File: src/rtl/wb_slave_regs.sv
`default_nettype none
// +----------------------------------------------------------------------------+
// | Module      : wb_slave_regs                                                |
// | Description : WISHBONE slave register bank for the SPI core: CTRL/DIV      |
// |               registers, TX FIFO, RX holding register, status and irq.     |
// | Revision    : 1.0 - initial release                                        |
// +----------------------------------------------------------------------------+
module wb_slave_regs #(
  parameter int DATA_WIDTH  = 8,
  parameter int ADR_WIDTH   = 32,
  parameter int FIFO_DEPTH  = 4,
  parameter int WAIT_STATES = 0
) (
  input  logic                  clk,
  input  logic                  rst,
  input  logic                  stb,
  input  logic                  we,
  input  logic [ADR_WIDTH-1:0]  adr,
  input  logic [DATA_WIDTH-1:0] din,
  output logic [DATA_WIDTH-1:0] dout,
  output logic                  ack,
  output logic [DATA_WIDTH-1:0] ctrl,
  output logic [DATA_WIDTH-1:0] div,
  output logic [DATA_WIDTH-1:0] tx_data,
  output logic                  tx_valid,
  input  logic                  tx_ready,
  input  logic [DATA_WIDTH-1:0] rx_data,
  input  logic                  rx_valid,
  output logic                  irq
);

  localparam int c_PW = $clog2(FIFO_DEPTH);
  localparam int c_CW = c_PW + 1;
  localparam logic [c_CW-1:0]       c_DEPTH   = c_CW'(FIFO_DEPTH);
  localparam logic [3:0]            c_WS_LOAD = (WAIT_STATES > 0) ? 4'(WAIT_STATES - 1) : 4'd0;
  localparam logic [DATA_WIDTH-1:0] c_DIV_RST = DATA_WIDTH'(1);

  localparam logic [2:0] c_A_CTRL   = 3'd0;
  localparam logic [2:0] c_A_DIV    = 3'd1;
  localparam logic [2:0] c_A_TXDATA = 3'd2;
  localparam logic [2:0] c_A_RXDATA = 3'd3;
  localparam logic [2:0] c_A_STATUS = 3'd4;

  typedef enum logic [1:0] {
    S_IDLE = 2'd0,
    S_WAIT = 2'd1,
    S_ACK  = 2'd2
  } state_t;

  state_t r_state, w_state_nxt;
  logic [3:0] r_cnt, w_cnt_nxt;
  logic       w_fire;

  logic [DATA_WIDTH-1:0] r_ctrl, r_div, r_dout, r_rx_hold;
  logic                  r_rx_full, r_tx_ovf, r_rx_ovr, r_irq;

  logic [DATA_WIDTH-1:0] r_mem [FIFO_DEPTH];
  logic [c_PW-1:0]       r_wr_ptr, r_rd_ptr;
  logic [c_CW-1:0]       r_count;

  logic [2:0]            w_sel;
  logic                  w_wr_ctrl, w_wr_div, w_push, w_wr_stat, w_rx_pop;
  logic                  w_tx_empty, w_tx_full, w_pop, w_push_ok, w_push_drop;
  logic                  w_rx_load, w_ovr_set;
  logic [DATA_WIDTH-1:0] w_status, w_rdata;
  logic                  w_unused_adr;

  assign w_sel        = adr[2:0];
  assign w_unused_adr = ^adr[ADR_WIDTH-1:3];

  // ------------------------------------------------------------------
  // Access FSM: side effects fire only on the edge that enters ACK
  // ------------------------------------------------------------------
  always_ff @(posedge clk or negedge rst) begin
    if (!rst) begin
      r_state <= S_IDLE;
      r_cnt   <= 4'd0;
    end else begin
      r_state <= w_state_nxt;
      r_cnt   <= w_cnt_nxt;
    end
  end

  always_comb begin
    w_state_nxt = r_state;
    w_cnt_nxt   = r_cnt;
    w_fire      = 1'b0;
    case (r_state)
      S_IDLE: begin
        if (stb) begin
          if (WAIT_STATES == 0) begin
            w_state_nxt = S_ACK;
            w_fire      = 1'b1;
          end else begin
            w_state_nxt = S_WAIT;
            w_cnt_nxt   = c_WS_LOAD;
          end
        end
      end
      S_WAIT: begin
        if (!stb) begin
          w_state_nxt = S_IDLE;
        end else if (r_cnt == 4'd0) begin
          w_state_nxt = S_ACK;
          w_fire      = 1'b1;
        end else begin
          w_cnt_nxt = r_cnt - 4'd1;
        end
      end
      S_ACK: begin
        if (!stb) w_state_nxt = S_IDLE;
      end
      default: w_state_nxt = S_IDLE;
    endcase
  end

  assign ack  = (r_state == S_ACK);
  assign dout = ack ? r_dout : '0;

  // ------------------------------------------------------------------
  // Decode
  // ------------------------------------------------------------------
  assign w_wr_ctrl = w_fire &  we & (w_sel == c_A_CTRL);
  assign w_wr_div  = w_fire &  we & (w_sel == c_A_DIV);
  assign w_push    = w_fire &  we & (w_sel == c_A_TXDATA);
  assign w_wr_stat = w_fire &  we & (w_sel == c_A_STATUS);
  assign w_rx_pop  = w_fire & ~we & (w_sel == c_A_RXDATA) & r_rx_full;

  assign w_tx_empty = (r_count == '0);
  assign w_tx_full  = (r_count == c_DEPTH);

  always_comb begin
    w_status    = '0;
    w_status[0] = w_tx_empty;
    w_status[1] = w_tx_full;
    w_status[2] = r_rx_full;
    w_status[3] = r_tx_ovf;
    w_status[4] = r_rx_ovr;
  end

  always_comb begin
    w_rdata = '0;
    case (w_sel)
      c_A_CTRL:   w_rdata = r_ctrl;
      c_A_DIV:    w_rdata = r_div;
      c_A_RXDATA: w_rdata = r_rx_full ? r_rx_hold : '0;
      c_A_STATUS: w_rdata = w_status;
      default:    w_rdata = '0;
    endcase
  end

  // ------------------------------------------------------------------
  // Control registers and read data
  // ------------------------------------------------------------------
  always_ff @(posedge clk or negedge rst) begin
    if (!rst) begin
      r_ctrl <= '0;
      r_div  <= c_DIV_RST;
      r_dout <= '0;
    end else begin
      if (w_wr_ctrl) r_ctrl <= din;
      if (w_wr_div)  r_div  <= (din == '0) ? c_DIV_RST : din;
      if (w_fire)    r_dout <= we ? '0 : w_rdata;
    end
  end

  assign ctrl = r_ctrl;
  assign div  = r_div;

  // ------------------------------------------------------------------
  // TX FIFO: a simultaneous pop frees the slot for a push into a full FIFO
  // ------------------------------------------------------------------
  assign w_pop       = ~w_tx_empty & tx_ready;
  assign w_push_ok   = w_push & (~w_tx_full | w_pop);
  assign w_push_drop = w_push & ~w_push_ok;

  always_ff @(posedge clk) begin
    if (w_push_ok) r_mem[r_wr_ptr] <= din;
  end

  always_ff @(posedge clk or negedge rst) begin
    if (!rst) begin
      r_wr_ptr <= '0;
      r_rd_ptr <= '0;
      r_count  <= '0;
    end else begin
      if (w_push_ok) r_wr_ptr <= r_wr_ptr + c_PW'(1);
      if (w_pop)     r_rd_ptr <= r_rd_ptr + c_PW'(1);
      case ({w_push_ok, w_pop})
        2'b10:   r_count <= r_count + c_CW'(1);
        2'b01:   r_count <= r_count - c_CW'(1);
        default: r_count <= r_count;
      endcase
    end
  end

  assign tx_valid = ~w_tx_empty;
  assign tx_data  = w_tx_empty ? '0 : r_mem[r_rd_ptr];

  // ------------------------------------------------------------------
  // RX holding register and sticky flags (set beats write-1-clear)
  // ------------------------------------------------------------------
  assign w_rx_load = rx_valid & (~r_rx_full | w_rx_pop);
  assign w_ovr_set = rx_valid &  r_rx_full & ~w_rx_pop;

  always_ff @(posedge clk or negedge rst) begin
    if (!rst) begin
      r_rx_hold <= '0;
      r_rx_full <= 1'b0;
      r_tx_ovf  <= 1'b0;
      r_rx_ovr  <= 1'b0;
      r_irq     <= 1'b0;
    end else begin
      if (w_rx_load) begin
        r_rx_hold <= rx_data;
        r_rx_full <= 1'b1;
      end else if (w_rx_pop) begin
        r_rx_full <= 1'b0;
      end
      r_tx_ovf <= w_push_drop | (r_tx_ovf & ~(w_wr_stat & din[3]));
      r_rx_ovr <= w_ovr_set   | (r_rx_ovr & ~(w_wr_stat & din[4]));
      r_irq    <= r_ctrl[7] & (r_rx_full | w_tx_empty | r_tx_ovf | r_rx_ovr);
    end
  end

  assign irq = r_irq;

endmodule
`default_nettype wire
File: config.mk
export PLATFORM = sky130hd
export DESIGN_NAME = wb_slave_regs
export DESIGN_NICKNAME = d
export VERILOG_FILES = /design/src/rtl/wb_slave_regs.sv
export SDC_FILE = /design/constraint.sdc
export NUM_CORES = 1
export LEC_CHECK = 0
export CAP_MARGIN = 20
export CORE_MARGIN = 2
export CORE_UTILIZATION = 49
export DETAILED_ROUTE_END_ITERATION = 12
export GPL_TIMING_DRIVEN = 0
export PLACE_DENSITY = 0.9
export SETUP_SLACK_MARGIN = 0.3
export SLEW_MARGIN = 0
export SYNTH_ARGS = -nofsm -noshare
export SYNTH_HDL_FRONTEND = slang
export SYNTH_SLANG_ARGS = --single-unit
File: constraint.sdc
create_clock -name clk -period 2.7 [get_ports clk]
set_input_delay 0.54 -clock clk [delete_from_list [all_inputs] [get_ports clk]]
set_output_delay 0.54 -clock clk [all_outputs]
set_load 0.02 [all_outputs]
---- Yosys cells after proc, flatten, opt, wreduce, memory -nomap -nowiden ----
Memories as Yosys holds them, arrays and structs flattened.
Index checks and enable logic that the tools add are counted.
operators by class
  equality and inequality tests ........... 12
  bitwise operators ....................... 35
  add/subtract/negate cells ............... 5
  multiplexer cells ....................... 20
  reductions and logical operators ........ 9
operators by type and width
  cell                 number
  $mux 8               5
  $pmux 8 s4           1
  $and 1x1->1          19
  $not 1->1            9
  $logic_not 8->1      1
  $mux 2               4
  $mux 1               7
  $or 1x1->1           7
  $eq 3x2->1 const B   2
  $eq 3x3->1 const B   2
  $logic_not 3->1      2
  $pmux 2 s3           1
  $pmux 3 s2           1
  $reduce_and 3->1     2
  $add 2x1->2 const B  2
  $eq 2x1->1 const B   2
  $eq 2x2->1 const B   2
  $logic_not 4->1      1
  $ne 2x2->1 const B   2
  $reduce_bool 2->1    2
  $sub 4x1->4 const B  1
  $add 3x1->3 const B  1
  $eq 3x1->1 const B   1
  $ne 3x3->1 const B   1
  3 further kinds      3
storage, ports and cells
  word-level logic and storage cells ...... 95
  memories ................................ 1
  output and inout port bits .............. 35
  register bits after elaboration ......... 49
  bits of input ports ..................... 54
  RAM bits ................................ 32
memories
  name   depth  width  read ports  clocked after memory_dff  wr ports  RTL line  RTL
  r_mem  4      8      1           0                         1         57        logic [DATA_WIDTH-1:0] r_mem [FIFO_DEPTH];

---- Longest topological paths before layout ----
Gate-level depths: netlist of run 1.
  word-level depth ........................ 10
  depth in mapped cells ................... 9
  mapped depth without buffers ............ 9

---- Worst setup path before layout of run 1 ----
OpenSTA, ideal clock, no wires.
  kind .................................... flip-flop to flip-flop
  start ................................... reg r_state[1]
  end ..................................... reg r_count[2]
  data required time ...................... 2631 ps
  data arrival time ....................... 2524 ps
  cell stages (with the launch flop) ...... 10
  clock period less this slack ............ 2593 ps
  path slack .............................. 107 ps
  buffers on the path ..................... 0
  library setup time ...................... 69 ps
  cell sequence ........................... dfrtp_1 > inv_1 > ha_1 > and3b_2 > nand2_1 > nand3_1 > fa_1 > or4_1 > a21o_1 > nand3_1
on the way
  cells in the longest elaborated chain, start to end .. 7
  elaborated cells between the ends (all ways) .. 10
RTL lines
  what                                                    RTL line  RTL
  from (decl)                                             50        state_t r_state, w_state_nxt;
  from (signal assigned)                                  79        r_state <= w_state_nxt;
  $eq 2x1->1 / $logic_not 2->1 (equally long branches)    88        case (r_state)
  $pmux 1 s2 (*)                                          88
  $and 1x1->1 (*) (2 in a row)                            125       assign w_push = w_fire & we & (w_sel == c_A_TXDATA);
  $and 1x1->1 (*)                                         174       assign w_push_ok = w_push & (~w_tx_full | w_pop);
  $eq 2x1->1 / $eq 2x2->1 (equally long branches)         189       case ({w_push_ok, w_pop})
  $pmux 3 s2 / $reduce_bool 2->1 (equally long branches)  n/a
  to (signal assigned)                                    190       2'b10: r_count <= r_count + c_CW'(1);
  to (signal assigned)                                    191       2'b01: r_count <= r_count - c_CW'(1);
  to (signal assigned)                                    192       default: r_count <= r_count;
  to (decl)                                               59        logic [c_CW-1:0] r_count;
Every way passes the cells marked *; elsewhere a longest branch is shown, timed or not.
A chain may end at the register's enable or synchronous reset.

---- Worst setup path in the final report of run 1 ----
  start ................................... reg r_count[1]
  end ..................................... out tx_data[5]
on the way
  cells in the longest elaborated chain, start to end .. 2
RTL lines
  what             RTL line  RTL
  $logic_not 3->1  129       assign w_tx_empty = (r_count == '0);
  $mux 8           198       assign tx_data = w_tx_empty ? '0 : r_mem[r_rd_ptr];
  to (decl)        24        output logic [DATA_WIDTH-1:0] tx_data,
No other way between the ends.

==> results of run 1 <==
==> worst max-delay path, cell delays in order (launching register included) <==
cell and delay (ns):
sky130_fd_sc_hd__dfrtp_1 0.36, sky130_fd_sc_hd__buf_2 0.17, sky130_fd_sc_hd__or3_4 0.43, sky130_fd_sc_hd__clkbuf_8 0.18, sky130_fd_sc_hd__and2_1 0.15, sky130_fd_sc_hd__buf_2 0.16
==> registers in the layout, summed over array words and instances, names as in the netlist <==
signal	flops
r_tx_ovf	1
r_count	3
r_rd_ptr	2
ctrl	8
r_mem	32
r_rx_hold	8
div	8
r_dout	8
r_wr_ptr	2
r_rx_ovr	1
r_rx_full	1
r_state	1
irq	1
==> cell families (layout without fill, tap and decap cells) <==
logic type,count (synthesis),count (layout),synth area share (%)
AO/OA/AOI/OAI,35,35,7.84
XOR/XNOR,5,5,1.24
adder cells (fa/ha/maj),6,6,2.34
buffers and inverters,21,102,2.52
flip-flops,76,76,58.5
multiplexers,40,40,15.3
AND/OR/NAND/NOR,69,69,12.3
==> final cells by class <==
class                   instances  share of cell area, %
plain buffers                  12                   1.85
multi-input cells             155                   31.5
flip-flops and latches         76                   46.2
clock buffers                  13                   3.11
repair buffers                 65                   13.5
clock inverters                 3                  0.364
well taps                      96                   2.69
inverters                       9                  0.757
==> cell usage after synthesis, types with 2 or more instances <==
cell / number
sky130_fd_sc_hd__clkbuf_1: 6
sky130_fd_sc_hd__nor2_2: 2
sky130_fd_sc_hd__mux4_2: 8
sky130_fd_sc_hd__a22o_1: 2
sky130_fd_sc_hd__nor2_1: 4
sky130_fd_sc_hd__nor3b_1: 2
sky130_fd_sc_hd__dfrtp_1: 43
sky130_fd_sc_hd__a21o_1: 2
sky130_fd_sc_hd__nand2b_1: 3
sky130_fd_sc_hd__buf_2: 5
sky130_fd_sc_hd__a221o_1: 2
sky130_fd_sc_hd__ha_1: 5
sky130_fd_sc_hd__and2_1: 19
sky130_fd_sc_hd__nand3_1: 6
sky130_fd_sc_hd__nor4_1: 2
sky130_fd_sc_hd__o21ai_2: 2
sky130_fd_sc_hd__o21ai_0: 3
sky130_fd_sc_hd__a22oi_1: 5
sky130_fd_sc_hd__o221ai_1: 2
sky130_fd_sc_hd__mux2i_1: 2
sky130_fd_sc_hd__nor2b_1: 3
sky130_fd_sc_hd__nor3_1: 4
sky130_fd_sc_hd__inv_1: 9
sky130_fd_sc_hd__nand2_1: 9
sky130_fd_sc_hd__edfxtp_1: 32
sky130_fd_sc_hd__a211oi_1: 2
sky130_fd_sc_hd__o2bb2ai_1: 3
sky130_fd_sc_hd__xnor2_1: 5
sky130_fd_sc_hd__o211ai_1: 2
sky130_fd_sc_hd__a21oi_1: 3
sky130_fd_sc_hd__or2_2: 2
sky130_fd_sc_hd__mux2_2: 29
==> final timing paths <==
kind,startpoint,endpoint,slack (ns),cells after the start
setup / recovery,r_count[1],tx_data[5],0.35,5
hold / removal,rst,irq,0.08,1
setup reg to reg,r_count[1],r_count[1],0.42,7
max in group asynchronous,rst,div[0],2.08,2
hold reg to reg,r_dout[2],r_dout[2],0.47,1
min in group clk,r_dout[2],r_dout[2],0.47,1
==> routing by layer <==
metal / track usage, % / routed length (um) / share of wire, % / up-vias
met2: 35.8 / 4050 / 51 / 90
li1: - / - / - / 1094
met4: 10.5 / 162 / 2.0 / 0
met3: 3.82 / 472 / 5.9 / 13
met5: 0 / 0 / 0 / -
met1: 30.2 / 3310 / 41 / 1200
==> power by group through the flow <==
stage | logic [mW] | registers, mW | clock network (mW)
CTS | 1.89 | 1.63 | 0.729
finish | 1.90 | 1.64 | 0.717
global placement | 1.73 | 1.66 | 0
floorplan | 0.951 | 1.76 | 0
global route | 2.04 | 1.67 | 0.780
detailed placement | 1.80 | 1.67 | 0
==> per-stage QoR <==
| stage | hold slack, ns | utilization, % | TNS (ns) | power [mW] |
|---|---|---|---|---|
| after floorplan | 0.244 | - | 0 | 2.71 |
| after detailed placement | 0.458 | 61.7 | -1.53 | 3.46 |
| after global routing | 0.102 | 65.0 | 0 | 4.49 |
| after global placement | 0.464 | 61.5 | -0.477 | 3.38 |
| final | 0.0780 | 65.0 | 0 | 4.26 |
| after CTS | 0.0837 | 65.0 | 0 | 4.25 |
==> repair_timing <==
action,in CTS,in global routing
endpoints found under the setup margin,11,8
setup buffers,7,0
pin swaps,2,1
gates resized for setup,46,8
==> impl_metrics.env, run 1 <==
export IMPL_status="finished, final reports clean"
export IMPL_wl_per_cell_um=18.6
export IMPL_die_width_um=88.8
export IMPL_grt_pass1_wl_um=12800
export IMPL_first_global_vias=2480
export IMPL_pwr_share_comb_pct=44.7
export IMPL_cellLeakagePower_nw=1.77
export IMPL_detailedPlace_worstSlack_ns=-0.290
export IMPL_worst_setup_path_end_kind="output port"
export IMPL_design_area_um2=4460
export IMPL_place_hpwl_um=5610
export IMPL_clkSinkCount=76
export IMPL_synthToLayoutAreaGrowth_pct=26.6
export IMPL_tightestPinTransition_ns=0.490
export IMPL_floorplan_initialDensity_pct=51.3
export IMPL_placedCellCount=406
export IMPL_synth_lib_cells_used_distinct=56
export IMPL_mappedNetlistNets=312
export IMPL_core_rowCount=30
export IMPL_synth_top_cell_area_share_pct=30.5
export IMPL_clk_insertion_delay_late_ns=0.36
export IMPL_critPathLaunchType="flip-flop"
export IMPL_area_of_the_multi_input_gates_um2=1410
export IMPL_post_layout_nonfiller_instances=429
export IMPL_placed_cell_area_um2=4240
export IMPL_global_route_usage_total_pct=22.4
export IMPL_detail_route_iter0_violations=211
export IMPL_drt_pass1_iter_count=4
export IMPL_grt_max_degree=32
export IMPL_period_utilisation_layout_pct=86.9
export IMPL_count_of_final_hold_check_violations=0
export IMPL_total_switching_power_mw=1.51
export IMPL_cp_required_ns=2.16
export IMPL_synthesis_area_um2=3530
export IMPL_yosys_top_cells_area="sky130_fd_sc_hd__dfrtp_1, sky130_fd_sc_hd__edfxtp_1, sky130_fd_sc_hd__mux2_2"
export IMPL_sequential_share_of_the_synthesized_area_pct=58.5
export IMPL_crit_fanout=10
export IMPL_synth_edf_count=32
export IMPL_clk_root_buffer_cell="sky130_fd_sc_hd__clkbuf_8"
export IMPL_drc_violation_count_after_routing=0
export IMPL_cts_max_path_bufs=2
export IMPL_worstSetupPathType="reg2out"
export IMPL_grt_antenna_before_repair=0
export IMPL_relSlewSlack_pct=67.1
export IMPL_seqCellArea_um2=2060
export IMPL_grt_setup_unrepaired="false"
export IMPL_antenna_diode_count=0
export IMPL_timing_hold_worst_class="in2async"
export IMPL_most_common_cell_after_layout_fill_and_taps_aside="sky130_fd_sc_hd__clkdlybuf4s50_1"
export IMPL_ys_warnings_count=0
export IMPL_postSynth_topFlopCell="sky130_fd_sc_hd__dfrtp_1"
export IMPL_die_area_um2=7890
export IMPL_cts_htree_levels=3
export IMPL_max_cap_viol_count=0
export IMPL_detail_route_antenna_nets=0
export IMPL_p_sw_share_pct=35.5
export IMPL_final_fill_count=486
export IMPL_number_of_buffers_added_by_the_clock_tree_synthesis_step=9
export IMPL_synth_ff_latch_count=76
export IMPL_clock_fmax_mhz=426
export IMPL_p_seq_share_pct=38.5
export IMPL_io_buffer_count=57
export IMPL_clock_tree_from_tritoncts="done"
export IMPL_drv_slew=0
export IMPL_layout_min_cycle_time_ns=2.35
export IMPL_via_count=2397
export IMPL_synth_largest_area_cell="sky130_fd_sc_hd__dfrtp_1"
export IMPL_syn_inst=252
export IMPL_synth_avg_cell_area_um2=14.0
export IMPL_power_density_nw_per_um2=954
export IMPL_clk_pin_slew_worst_paths_ns=0.07
export IMPL_power_report_internal_total_mw=2.74
export IMPL_fraction_of_final_layout_cells_sized_beyond_drive_strength_1_pct=29.1
export IMPL_timing_critical_path_arrival_ns=1.81
export IMPL_cts_hold_repair_buffers=0
export IMPL_die_height_um=88.8
export IMPL_routed_wl_um=7990
export IMPL_layout_setup_ws_ns=0.354
export IMPL_maximum_ir_drop_on_the_vdd_rail_uv=604
export IMPL_place_congestion=0.889
export IMPL_fin_skew_ns=0.00967
export IMPL_design_final_nets=388
export IMPL_vias_per_cell=5.59
export IMPL_power_clock_fraction_pct=16.8
export IMPL_postSynth_asyncResetShare_pct=57.9
export IMPL_layout_cells_most_common_list="sky130_fd_sc_hd__clkdlybuf4s50_1, sky130_fd_sc_hd__dfrtp_1, sky130_fd_sc_hd__edfxtp_1"
export IMPL_final_setup_viol_count=0
export IMPL_overflow=0
export IMPL_floorplan_core_area_um2=6870
export IMPL_ios=89
(Power assumes the default switching activity.)
==> run 2, diff against run 1 <==
Settings changed: CORE_UTILIZATION 49 to 44, PLACE_DENSITY 0.9 to 0.86.
Clock period 2.7 ns to 2 ns, I/O delays scaled along.
==> impl_metrics.env, run 2 (synthesis results as in run 1) <==
export IMPL_hp_start="r_dout[5]"
export IMPL_grt_busiest_layer="met2"
export IMPL_grt_util_met2_pct=33.9
export IMPL_rr_startpoint="r_count[1]"
export IMPL_max_cap_viol_count=0
export IMPL_clkSinkCount=76
export IMPL_startpoint="r_count[1]"
export IMPL_worst_setup_path_end_kind="flip-flop"
export IMPL_antenna_diode_count=0
export IMPL_failed_checks="negative setup slack"
export IMPL_number_of_buffers_added_by_the_clock_tree_synthesis_step=9
export IMPL_top_register="r_mem"
export IMPL_place_hpwl_um=5610
export IMPL_area_of_the_multi_input_gates_um2=1490
export IMPL_cts_max_path_bufs=2
export IMPL_placed_cell_area_um2=4300
export IMPL_grt_antenna_before_repair=0
export IMPL_grt_setup_unrepaired="true"
export IMPL_design_area_um2=4820
export IMPL_fin_skew_ns=0.00541
export IMPL_detailedPlace_worstSlack_ns=-0.845
export IMPL_critPathLaunchType="flip-flop"
export IMPL_ios=89
export IMPL_layout_cells_most_common_list="sky130_fd_sc_hd__dfrtp_1, sky130_fd_sc_hd__edfxtp_1, sky130_fd_sc_hd__mux2_2"
export IMPL_io_buffer_count=57
export IMPL_vias_per_cell=5.52
export IMPL_seqCellArea_um2=2070
export IMPL_tightestPinTransition_ns=0.445
export IMPL_clk_insertion_delay_late_ns=0.34
export IMPL_final_setup_viol_count=11
export IMPL_globalRouteMet1Util_pct=27.0
export IMPL_floorplan_initialDensity_pct=45.6
export IMPL_status="finished, violations left"
export IMPL_maximum_ir_drop_on_the_vdd_rail_uv=695
export IMPL_post_layout_total_power_mw=6.69
export IMPL_grt_util_met3_pct=3.22
export IMPL_grt_pass1_wl_um=13400
export IMPL_detail_route_antenna_nets=0
export IMPL_setup_tns_final_ns=-1.64
export IMPL_layout_setup_ws_ns=-0.207
export IMPL_drv_slew=0
export IMPL_design_final_nets=408
export IMPL_global_route_usage_total_pct=20.4
export IMPL_postLayoutCoreUtil_pct=62.3
export IMPL_overflow=0
export IMPL_grt_max_degree=33
export IMPL_wl_per_cell_um=19.2
export IMPL_clock_fmax_mhz=453
export IMPL_clock_tree_from_tritoncts="done"
export IMPL_clk_root_buffer_cell="sky130_fd_sc_hd__clkbuf_8"
export IMPL_place_congestion=0.785
export IMPL_worst_reg_to_reg_path_cell_count=7
export IMPL_first_global_vias=2570
export IMPL_cts_htree_levels=3
export IMPL_via_count=2510
export IMPL_drt_pass1_iter_count=4
export IMPL_clk_pin_slew_worst_paths_ns=0.08
export IMPL_count_of_final_hold_check_violations=0
export IMPL_core_rowCount=32
export IMPL_relSlewSlack_pct=70.3
export IMPL_cp_required_ns=2.26
export IMPL_worstSetupPathType="reg2reg"
export IMPL_whs_path_depth=1
export IMPL_die_height_um=93.5
export IMPL_timing_hold_worst_class="reg2reg"
export IMPL_detail_route_iter0_violations=284
export IMPL_final_fill_count=545
export IMPL_fraction_of_final_layout_cells_sized_beyond_drive_strength_1_pct=41.6
export IMPL_period_utilisation_layout_pct=110
export IMPL_layout_min_cycle_time_ns=2.21
export IMPL_drc_violation_count_after_routing=0
export IMPL_cellLeakagePower_nw=2.05
export IMPL_die_width_um=93.5
export IMPL_die_area_um2=8750
export IMPL_routed_wl_um=8730
export IMPL_crit_fanout=5
export IMPL_power_density_nw_per_um2=1390
export IMPL_floorplan_core_area_um2=7730
export IMPL_timing_critical_path_arrival_ns=2.46
export IMPL_max_reg_flops=32
export IMPL_most_common_cell_after_layout_fill_and_taps_aside="sky130_fd_sc_hd__dfrtp_1"
export IMPL_synthToLayoutAreaGrowth_pct=36.6
[run 2: critical path, cell delays in order, from the launching register on]
cell                       delay [ns]
sky130_fd_sc_hd__dfrtp_1         0.38
sky130_fd_sc_hd__buf_6           0.13
sky130_fd_sc_hd__or3_4           0.41
sky130_fd_sc_hd__buf_8           0.14
sky130_fd_sc_hd__nand3_4         0.06
sky130_fd_sc_hd__fa_2            0.45
sky130_fd_sc_hd__a311o_1         0.35
sky130_fd_sc_hd__a221oi_2        0.20
[run 2: area by class of cell]
type                    count  share of cell area [%]
inverters                   9                   0.701
plain buffers              12                    2.23
clock buffers              12                    3.01
well taps                 102                    2.65
clock inverters             4                    1.01
repair buffers             85                    16.5
multi-input cells         155                    31.0
flip-flops and latches     76                    42.9
[run 2: power by group]
part	switching (mW)	internal, mW	leakage [nW]
Clock	0.545	0.610	0.100
Combinational	1.49	1.81	1.11
Sequential	0.250	1.98	0.839
[run 2: path summary, 6_finish.rpt]
path | endpoint | slack (ns)
worst min register to register | r_dout[5] | 0.48
worst max-delay path | r_count[1] | -0.21
worst min-delay path | r_dout[5] | 0.48
worst max register to register | r_count[1] | -0.21
max in group asynchronous | div[0] | 0.97
min in group asynchronous | r_count[1] | 0.49
[run 2: stage by stage]
| step | hold WS, ns | instances |
|---|---|---|
| 6_report | 0.484 | 455 |
| 5_1_grt | 0.495 | 455 |
| 4_1_cts | 0.488 | 444 |
| 3_5_place_dp | 0.318 | 412 |
| 3_3_place_gp | 0.465 | 411 |
| 2_1_floorplan | 0.104 | 252 |
[run 2: what timing repair did]
| action | in CTS | in global routing |
|---|---|---|
| pin swaps | 11 | 7 |
| setup buffers | 13 | 11 |
| hold endpoints to repair | 12 | 0 |
| endpoints found under the setup margin | 95 | 58 |
| gates resized for setup | 108 | 36 |
| gates cloned | 2 | 0 |
| hold buffers | 1 | 0 |
[run 2: metal layers]
metal	vias to the layer above	wire length, um
met1	1285	3780
met2	78	4460
met3	11	371
li1	1136	-
met5	-	0
met4	0	117
